[src/rtl/logic_shift_sequencer.sv]
// logic_shift_sequencer: iterates a one-position-per-pass Logic unit to realise bitwise ops and shift-by-N
module logic_shift_sequencer #(
  parameter int WIDTH   = 32,
  parameter int SHAMT_W = 5
) (
  input  logic             clk,
  input  logic             reset,
  input  logic             start,
  input  logic [2:0]       opcode,
  input  logic [WIDTH-1:0] a,
  input  logic [WIDTH-1:0] b,
  output logic             busy,
  output logic             done,
  output logic [WIDTH-1:0] result,
  output logic [WIDTH-1:0] logic_a,
  output logic [WIDTH-1:0] logic_b,
  output logic [2:0]       logic_opcode,
  input  logic [WIDTH-1:0] logic_answer
);
  typedef enum logic [1:0] {IDLE, EXEC, DONE} state_t;
  state_t state, nextState;
  logic [WIDTH-1:0] acc, bReg;
  logic [2:0] opReg;
  logic [SHAMT_W-1:0] cnt, reqCnt;
  logic accept, isShift;
  // Bitwise ops and opcode 111 take exactly one pass; shifts take B[SHAMT_W-1:0] passes
  always_comb begin
    isShift = opcode >= 3'b011 && opcode <= 3'b110;
    reqCnt = isShift ? b[SHAMT_W-1:0] : SHAMT_W'(1);
    accept = start && state != EXEC;
    nextState = accept ? (reqCnt == '0 ? DONE : EXEC)
              : state == EXEC ? (cnt == SHAMT_W'(1) ? DONE : EXEC) : IDLE;
  end
  always_ff @(posedge clk) begin
    if (reset) begin
      state <= IDLE;
      acc <= '0;
      bReg <= '0;
      opReg <= '0;
      cnt <= '0;
    end else begin
      state <= nextState;
      if (accept) begin
        acc <= a;
        bReg <= b;
        opReg <= opcode;
        cnt <= reqCnt;
      end else if (state == EXEC) begin
        acc <= logic_answer;
        cnt <= cnt - SHAMT_W'(1);
      end
    end
  end
  assign busy = state == EXEC;
  assign done = state == DONE;
  assign result = acc;
  assign logic_a = acc;
  assign logic_b = bReg;
  assign logic_opcode = opReg;
endmodule

[config.mk]
export PLATFORM = sky130hd
export DESIGN_NAME = logic_shift_sequencer
export DESIGN_NICKNAME = d
export VERILOG_FILES = /design/src/rtl/logic_shift_sequencer.sv
export SDC_FILE = /design/constraint.sdc
export NUM_CORES = 1
export LEC_CHECK = 0
export CORE_MARGIN = 10
export CORE_UTILIZATION = 42
export CTS_CLUSTER_SIZE = 40
export DETAILED_ROUTE_END_ITERATION = 12
export PLACE_DENSITY = 0.83
export SLEW_MARGIN = 25
export SYNTH_ARGS = -nofsm -noshare
export SYNTH_HDL_FRONTEND = slang
export SYNTH_SLANG_ARGS = --single-unit
[constraint.sdc]
create_clock -name clk -period 2.2 [get_ports clk]
set_input_delay 0.33 -clock clk [delete_from_list [all_inputs] [get_ports clk]]
set_output_delay 0.33 -clock clk [all_outputs]
set_load 0.005 [all_outputs]
## After elaboration in Yosys (flattened, before gate mapping)

Index checks and enable logic that the tools add are counted.

- Add/sub/neg operators: 1
- Mux-type cells: 9
- Equal/unequal tests: 4
- Order comparisons: 2
- Reduce and logical (&&, ||, !) cells: 4

Operator list:

| operator | count |
|---|---|
| $mux W32 | 2 |
| $mux W5 | 3 |
| $mux W2 | 4 |
| $eq A5 B1 Y1 const B | 1 |
| $logic_not A5 Y1 | 1 |
| $sub A5 B1 Y5 const B | 1 |
| $ge A3 B2 Y1 const B | 1 |
| $le A3 B3 Y1 const B | 1 |
| $eq A2 B1 Y1 const B | 1 |
| $eq A2 B2 Y1 const B | 1 |
| $logic_and A1 B1 Y1 | 2 |
| $ne A2 B1 Y1 const B | 1 |
| $reduce_bool A2 Y1 | 1 |

- Input port bits: 102
- Flip-flop bits (word level): 74
- Logic and storage cells: 25

## Longest topological paths before layout

Gate-level depths: netlist of the first run.

- Word-level depth: 6
- Mapped depth: 7
- Mapped depth without buffers: 5

## Least setup slack after synthesis of the first run

No wires, ideal clock.

- Path kind: register to register
- Start point: reg cnt[0]
- End point: reg state[0]
- Buffers on the path: 0
- Clock period less this slack: 1304 ps
- Path slack: 896 ps
- Cell stages (with the launch flop): 5
- Setup time: 122 ps
- Arrival: 1182 ps
- Cell sequence: dfxtp_1 ha_1 or4b_1 a32oi_1 o21ai_1

- Longest elaborated chain between the ends: 4

Ends and longest elaborated chain:

| item | line | text |
|---|---|---|
| start: declaration | 24 | `logic [SHAMT_W-1:0] cnt, reqCnt;` |
| start signal: assignment | 47 | `cnt <= reqCnt;` |
| start signal: assignment | 50 | `cnt <= cnt - SHAMT_W'(1);` |
| $eq A5 B1 Y1 | 32 | `: state == EXEC ? (cnt == SHAMT_W'(1) ? DONE : EXEC) : IDLE;` |
| $mux W2 (2 in series) | 32 |  |
| $mux W2 | 31 | `nextState = accept ? (reqCnt == '0 ? DONE : EXEC)` |
| end signal: assignment | 42 | `state <= nextState;` |
| end: declaration | 21 | `state_t state, nextState;` |

Every way passes these cells.
A chain may end at the register's enable or synchronous reset.

## Worst setup path after layout of the first run

- Start point: reg state[0]
- End point: out busy

- Longest elaborated chain between the ends: 1

Ends and longest elaborated chain:

| item | line | text |
|---|---|---|
| $eq A2 B1 Y1 | 54 | `assign busy = state == EXEC;` |
| end: declaration | 12 | `output logic busy,` |

Every way passes these cells.

==> out/metrics.cfg, run 1 <==
[outcome]
status = completed

[layout]
multi_input_comb_area_mm2 = 0.00164
syn2layout_area_growth_pct = 54.2
layout_commonest_cell = clkdlybuf4s50_1
layout-drive-gt1-share_pct = 5.44
finish.net_count = 687
seqCellArea_mm2 = 0.00148
final_area_mm2 = 0.00563
num_antenna_cells = 0
final_cell_mix = clkdlybuf4s50_1 (200), dfxtp_1 (74), nand3_1 (70), o21ai_0 (63), a21oi_1 (37)
fillCellCount = 671

[grt]
grt_pass1_wl_mm = 21.5
grt_max_degree = 67
grt_overflow = 0
antenna_found_initial = 0
grt_pass1_vias = 4030
grt_util_all_layers_pct = 20.1

[timing]
slew_headroom_pct = 64.1
rsz0062_at_grt = no
tns_ps = 0
setup_slack_ps = 279
setup-violations-final = 0
fmax_ghz = 0.520
finalHoldViolations = 0
finalClockSkew_ps = 6.76
tightestPinTransition_ps = 539
period_needed_ps = 1920
slew_violations = 0
min_period_over_period_pct = 87.3

[setup_path]
worstSetupPathType = register to primary output
critPathRequiredTime_ps = 1870
crit_path_max_fanout = 17
crit_buf_inv = 2
cp_cell_sequence = nand2b_4, inv_6, clkdlybuf4s50_1
slowest_delay_ps = 540
path_delay_family = buffers and inverters
crit_slowest_cell = clkdlybuf4s50_1
startpoint_type = register
end_kind = primary output
worstPathArrival_ps = 1590

[drt]
antenna_left = 0
first_iter_violations = 215
wl_mm = 13.4
num_vias = 3954
dr.pass1.iters = 4
wl_per_cell_um = 19.4
drcViolationCount = 0
routed_via_density = 5.71

[clock_network]
clk_latency_ps = 350
cts_resized = 0
h-tree-depth = 3
clockBufferDepth = 2
cts_tree = yes
cts_buffers = 9
postCtsSetupRepairBufs = 0
clkTransAtPathRegs_ps = 80
cts_sinks = 74
holdBufCountCts = 0
cts-root-buf = clkbuf_8

[worst_hold_path]
hold_path.class = input pin to register

[logic_synthesis]
synth_cells = 442
synth_fa_ha_area_share_pct = 0.685
synth_edf_count = 0
synth.distinct_cells = 40
synth_xor_area_share_pct = 0
avgSynthCellArea_um2 = 8.27
synth_seq_area_share_pct = 40.5
synth_top_family_by_area = compound AO/OA/AOI/OAI gates
synth_ff_type = dfxtp_1
ys_seq_elements = 74
syn-cell-area_mm2 = 0.00365
yosys_warnings = 0
ys_async_sr_fraction_pct = 0
syn_nets = 546
synth_compound_gate_area_share_pct = 26.2
synthSimpleGateAreaFrac_pct = 17.6
synthMuxAreaShare_pct = 0.274

[floorplanning]
die_area_mm2 = 0.0128
die_y_um = 113
die_w_um = 113
ios = 203
start_util_pct = 43.8
rows = 33
core-area_mm2 = 0.00834

[place]
place_area_mm2 = 0.00539
pre_cts_ws_ps = 400
dpl.hpwl_mm = 9.85
io_buffers = 202
gp_congestion = 0.820

[run]
drv_cap = 0

[power]
power_leakage_uw = 0.00193
power.density_mw_per_mm2 = 833
vdd.ir_drop.worst_mv = 0.388

-- where the power goes --
part / leakage [uW] / internal, uW / switching (uW) / total [uW]
Combinational: 0.00120 / 897 / 817 / 1710
Sequential: 0.000611 / 1540 / 146 / 1690
Clock: 0.000117 / 758 / 533 / 1290
Total: 0.00193 / 3200 / 1500 / 4690
-- metrics by stage --
stage,std cells,utilization [%],total power (uW),hold slack (ps)
2_1_floorplan,442,-,2700,470
4_1_cts,693,67.6,4740,314
3_3_place_gp,677,64.6,3390,461
6_report,693,67.6,4690,332
3_5_place_dp,677,64.6,3450,466
5_1_grt,693,67.6,4970,332
-- area by class of cell --
cell class                      count  area share, %
Sequential cell                    74           26.3
Tap cell                          105           2.33
Multi-Input combinational cell    280           29.0
Clock buffer                       10           2.27
Inverter                            6          0.489
Timing Repair Buffer              212           37.5
Clock inverter                      6           2.04
-- cell usage after synthesis (2+ instances only) --
| library cell | number | area share, % |
|---|---|---|
| dfxtp_1 | 74 | 41 |
| nand3_1 | 70 | 9.6 |
| o21ai_0 | 63 | 8.6 |
| a21oi_1 | 37 | 5.1 |
| buf_4 | 33 | 6.8 |
| nor3_1 | 33 | 4.5 |
| a311oi_1 | 32 | 7.7 |
| clkbuf_1 | 23 | 2.4 |
| buf_2 | 19 | 2.6 |
| o21ai_1 | 6 | 0.82 |
| nor2b_1 | 5 | 0.86 |
| buf_6 | 4 | 1.2 |
| inv_1 | 4 | 0.41 |
| nand2_1 | 3 | 0.31 |
| o2111ai_1 | 3 | 0.72 |
| o211ai_1 | 3 | 0.62 |
| a2111oi_0 | 2 | 0.48 |
| a31oi_1 | 2 | 0.34 |
| buf_8 | 2 | 0.82 |
| ha_1 | 2 | 0.68 |
| nor2_1 | 2 | 0.21 |
| nor4b_1 | 2 | 0.48 |
-- worst paths after layout --
path | startpoint | endpoint | slack, ps | cells past startpoint
max | state[0]$_SDFF_PP0_ | busy | 280 | 3
min | reset | cnt[1]$_SDFFE_PP0P_ | 330 | 2
max reg2reg | state[0]$_SDFF_PP0_ | logic_a[16]$_SDFFE_PP0P_ | 470 | 5
min reg2reg | logic_opcode[2]$_SDFFE_PP0P_ | logic_opcode[2]$_SDFFE_PP0P_ | 480 | 2
-- flip-flops by register name, summed over array words and instances, names as in the netlist --
signal        flops
logic_a          32
logic_b          32
state             2
logic_opcode      3
cnt               5
-- per-layer routing --
metal / vias to the layer above / global-route usage, % / wire length (um)
met5: - / 0 / 0
met4: 0 / 6.68 / 214
met3: 16 / 8.40 / 1450
met2: 169 / 33.4 / 6430
met1: 1875 / 22.8 / 5320
li1: 1894 / - / -
-- kinds of logic (layout without fill, tap and decap cells) --
group           count (synthesis)  after routing
fa+ha+maj                       2              2
simple gates                  122            122
flops                          74             74
compound gates                155            155
buf+inv                        88            234
mux                             1              1
No activity file was read; power rests on OpenSTA's default activity.
==> inputs of run 2 (changes only) <==
Settings changed: CORE_UTILIZATION 42 to 39, PLACE_DENSITY 0.83 to 0.78, SETUP_SLACK_MARGIN set to 0.1.
Clock period 2.2 ns to 2.1 ns, I/O delays scaled along.
==> out/metrics.cfg, run 2 (synthesis gave the netlist of run 1 again) <==
[drt]
dr.pass1.iters = 4
wl_mm = 13.6
num_vias = 3935
first_iter_violations = 252
routed_via_density = 5.61
wl_per_cell_um = 19.4
drcViolationCount = 0
antenna_left = 0

[place]
dp_cells = 685
gp_congestion = 0.822
dpl.hpwl_mm = 10.1
place_area_mm2 = 0.00539
pre_cts_ws_ps = 315
io_buffers = 202

[setup_path]
critPathRequiredTime_ps = 1780
worstSetupEndpoint = busy
worstPathArrival_ps = 1520
crit_path_max_fanout = 22
crit_path_start = state[0]$_SDFF_PP0_
r2r-end = logic_a[24]$_SDFFE_PP0P_
worst_r2r_path_depth = 5
end_kind = primary output
startpoint_type = register
r2r-start = state[1]$_SDFF_PP0_
reg2reg_slack_ps = 470
worstSetupPathType = register to primary output

[timing]
setup-violations-final = 0
slew_headroom_pct = 66.7
finalClockSkew_ps = 11.9
slew_violations = 0
min_period_over_period_pct = 87.6
setup_slack_ps = 261
finalHoldViolations = 0
tns_ps = 0
period_needed_ps = 1840
rsz0062_at_grt = no
tightestPinTransition_ps = 500
fmax_ghz = 0.544

[grt]
antenna_found_initial = 1
grt_util_all_layers_pct = 18.7
grt_pass1_vias = 3834
grt_max_degree = 51
grt_pass1_wl_mm = 20.4
grt_overflow = 0

[power]
seq_power_share_pct = 35.7
power_leakage_uw = 0.00193
p_sw_uw = 1580
p_int_uw = 3380
power.density_mw_per_mm2 = 879
swShare_pct = 31.8
clockPowerShare_pct = 28.1
vdd.ir_drop.worst_mv = 0.461
comb_power_share_pct = 36.2

[floorplanning]
die_w_um = 117
die_y_um = 117
start_util_pct = 39.7
core-area_mm2 = 0.00920
rows = 35
ios = 203
die_area_mm2 = 0.0136

[clock_network]
postCtsSetupRepairBufs = 0
cts_resized = 0
h-tree-depth = 3
cts_buffers = 9
holdBufCountCts = 0
clk_latency_ps = 350
clockBufferDepth = 2
clkTransAtPathRegs_ps = 80
cts_sinks = 74
cts_tree = yes
cts-root-buf = clkbuf_8

[layout]
layout_commonest_cell = clkdlybuf4s50_1
finish.net_count = 689
fin_cells = 702
layout-drive-gt1-share_pct = 5.93
final_area_mm2 = 0.00564
final_cell_mix = clkdlybuf4s50_1 (200), dfxtp_1 (74), nand3_1 (70), o21ai_0 (63), a21oi_1 (37)
syn2layout_area_growth_pct = 54.4

[run]
drv_cap = 0

[outcome]
status = completed

[worst_hold_path]
hold_path.class = input pin to register

-- run 2: layout make-up --
| type | count | area [um2] |
|---|---|---|
| diodes | 1 | 2.50 |
| clock buffers | 10 | 138 |
| clock inverters | 6 | 114 |
| fillers | 831 | 3550 |
| inverters | 6 | 27.5 |
| multi-input cells | 280 | 1640 |
| flip-flops and latches | 74 | 1480 |
| well taps | 111 | 139 |
| repair buffers | 214 | 2100 |
-- run 2: through the flow --
stage	power (uW)	hold slack (ps)	utilization (%)
2_1_floorplan	2830	463	-
4_1_cts	5000	254	61.3
5_1_grt	5240	278	61.4
6_report	4960	264	61.4
3_5_place_dp	3610	468	58.6
3_3_place_gp	3560	461	58.6
-- run 2: worst min-delay path by stage --
stage | from | slack [ps] | end | cells after the start
5_1_grt | reset | 280 | cnt[4]$_SDFFE_PP0P_ | 2
2_1_floorplan | b[0] | 460 | logic_b[0]$_SDFFE_PP0P_ | 2
3_5_place_dp | logic_b[29]$_SDFFE_PP0P_ | 470 | logic_b[29]$_SDFFE_PP0P_ | 2
3_3_place_gp | logic_b[30]$_SDFFE_PP0P_ | 460 | logic_b[30]$_SDFFE_PP0P_ | 2
4_1_cts | reset | 250 | cnt[4]$_SDFFE_PP0P_ | 2
6_report | reset | 260 | cnt[4]$_SDFFE_PP0P_ | 2
-- run 2: layer usage --
metal / wire [um] / global-route usage [%] / part of all wire [%] / up-vias
met2: 6540 / 32.2 / 48 / 181
met1: 5230 / 20.8 / 38 / 1845
met5: 0 / 0 / 0 / -
met4: 176 / 5.02 / 1.3 / 0
met3: 1680 / 7.70 / 12 / 14
li1: - / - / - / 1895
-- run 2: worst max-delay path: stages, from the launching register on --
cell	delay, ps
dfxtp_1	410
nand2b_4	90
inv_6	140
clkdlybuf4s50_1	530
-- run 2: power groups by stage --
stage	Combinational, uW	Clock [uW]	Sequential, uW
final	1800	1390	1770
after global routing	1950	1480	1800
after CTS	1810	1420	1770
after detailed placement	1810	0	1800
after global placement	1770	0	1790
after floorplan	1040	0	1790
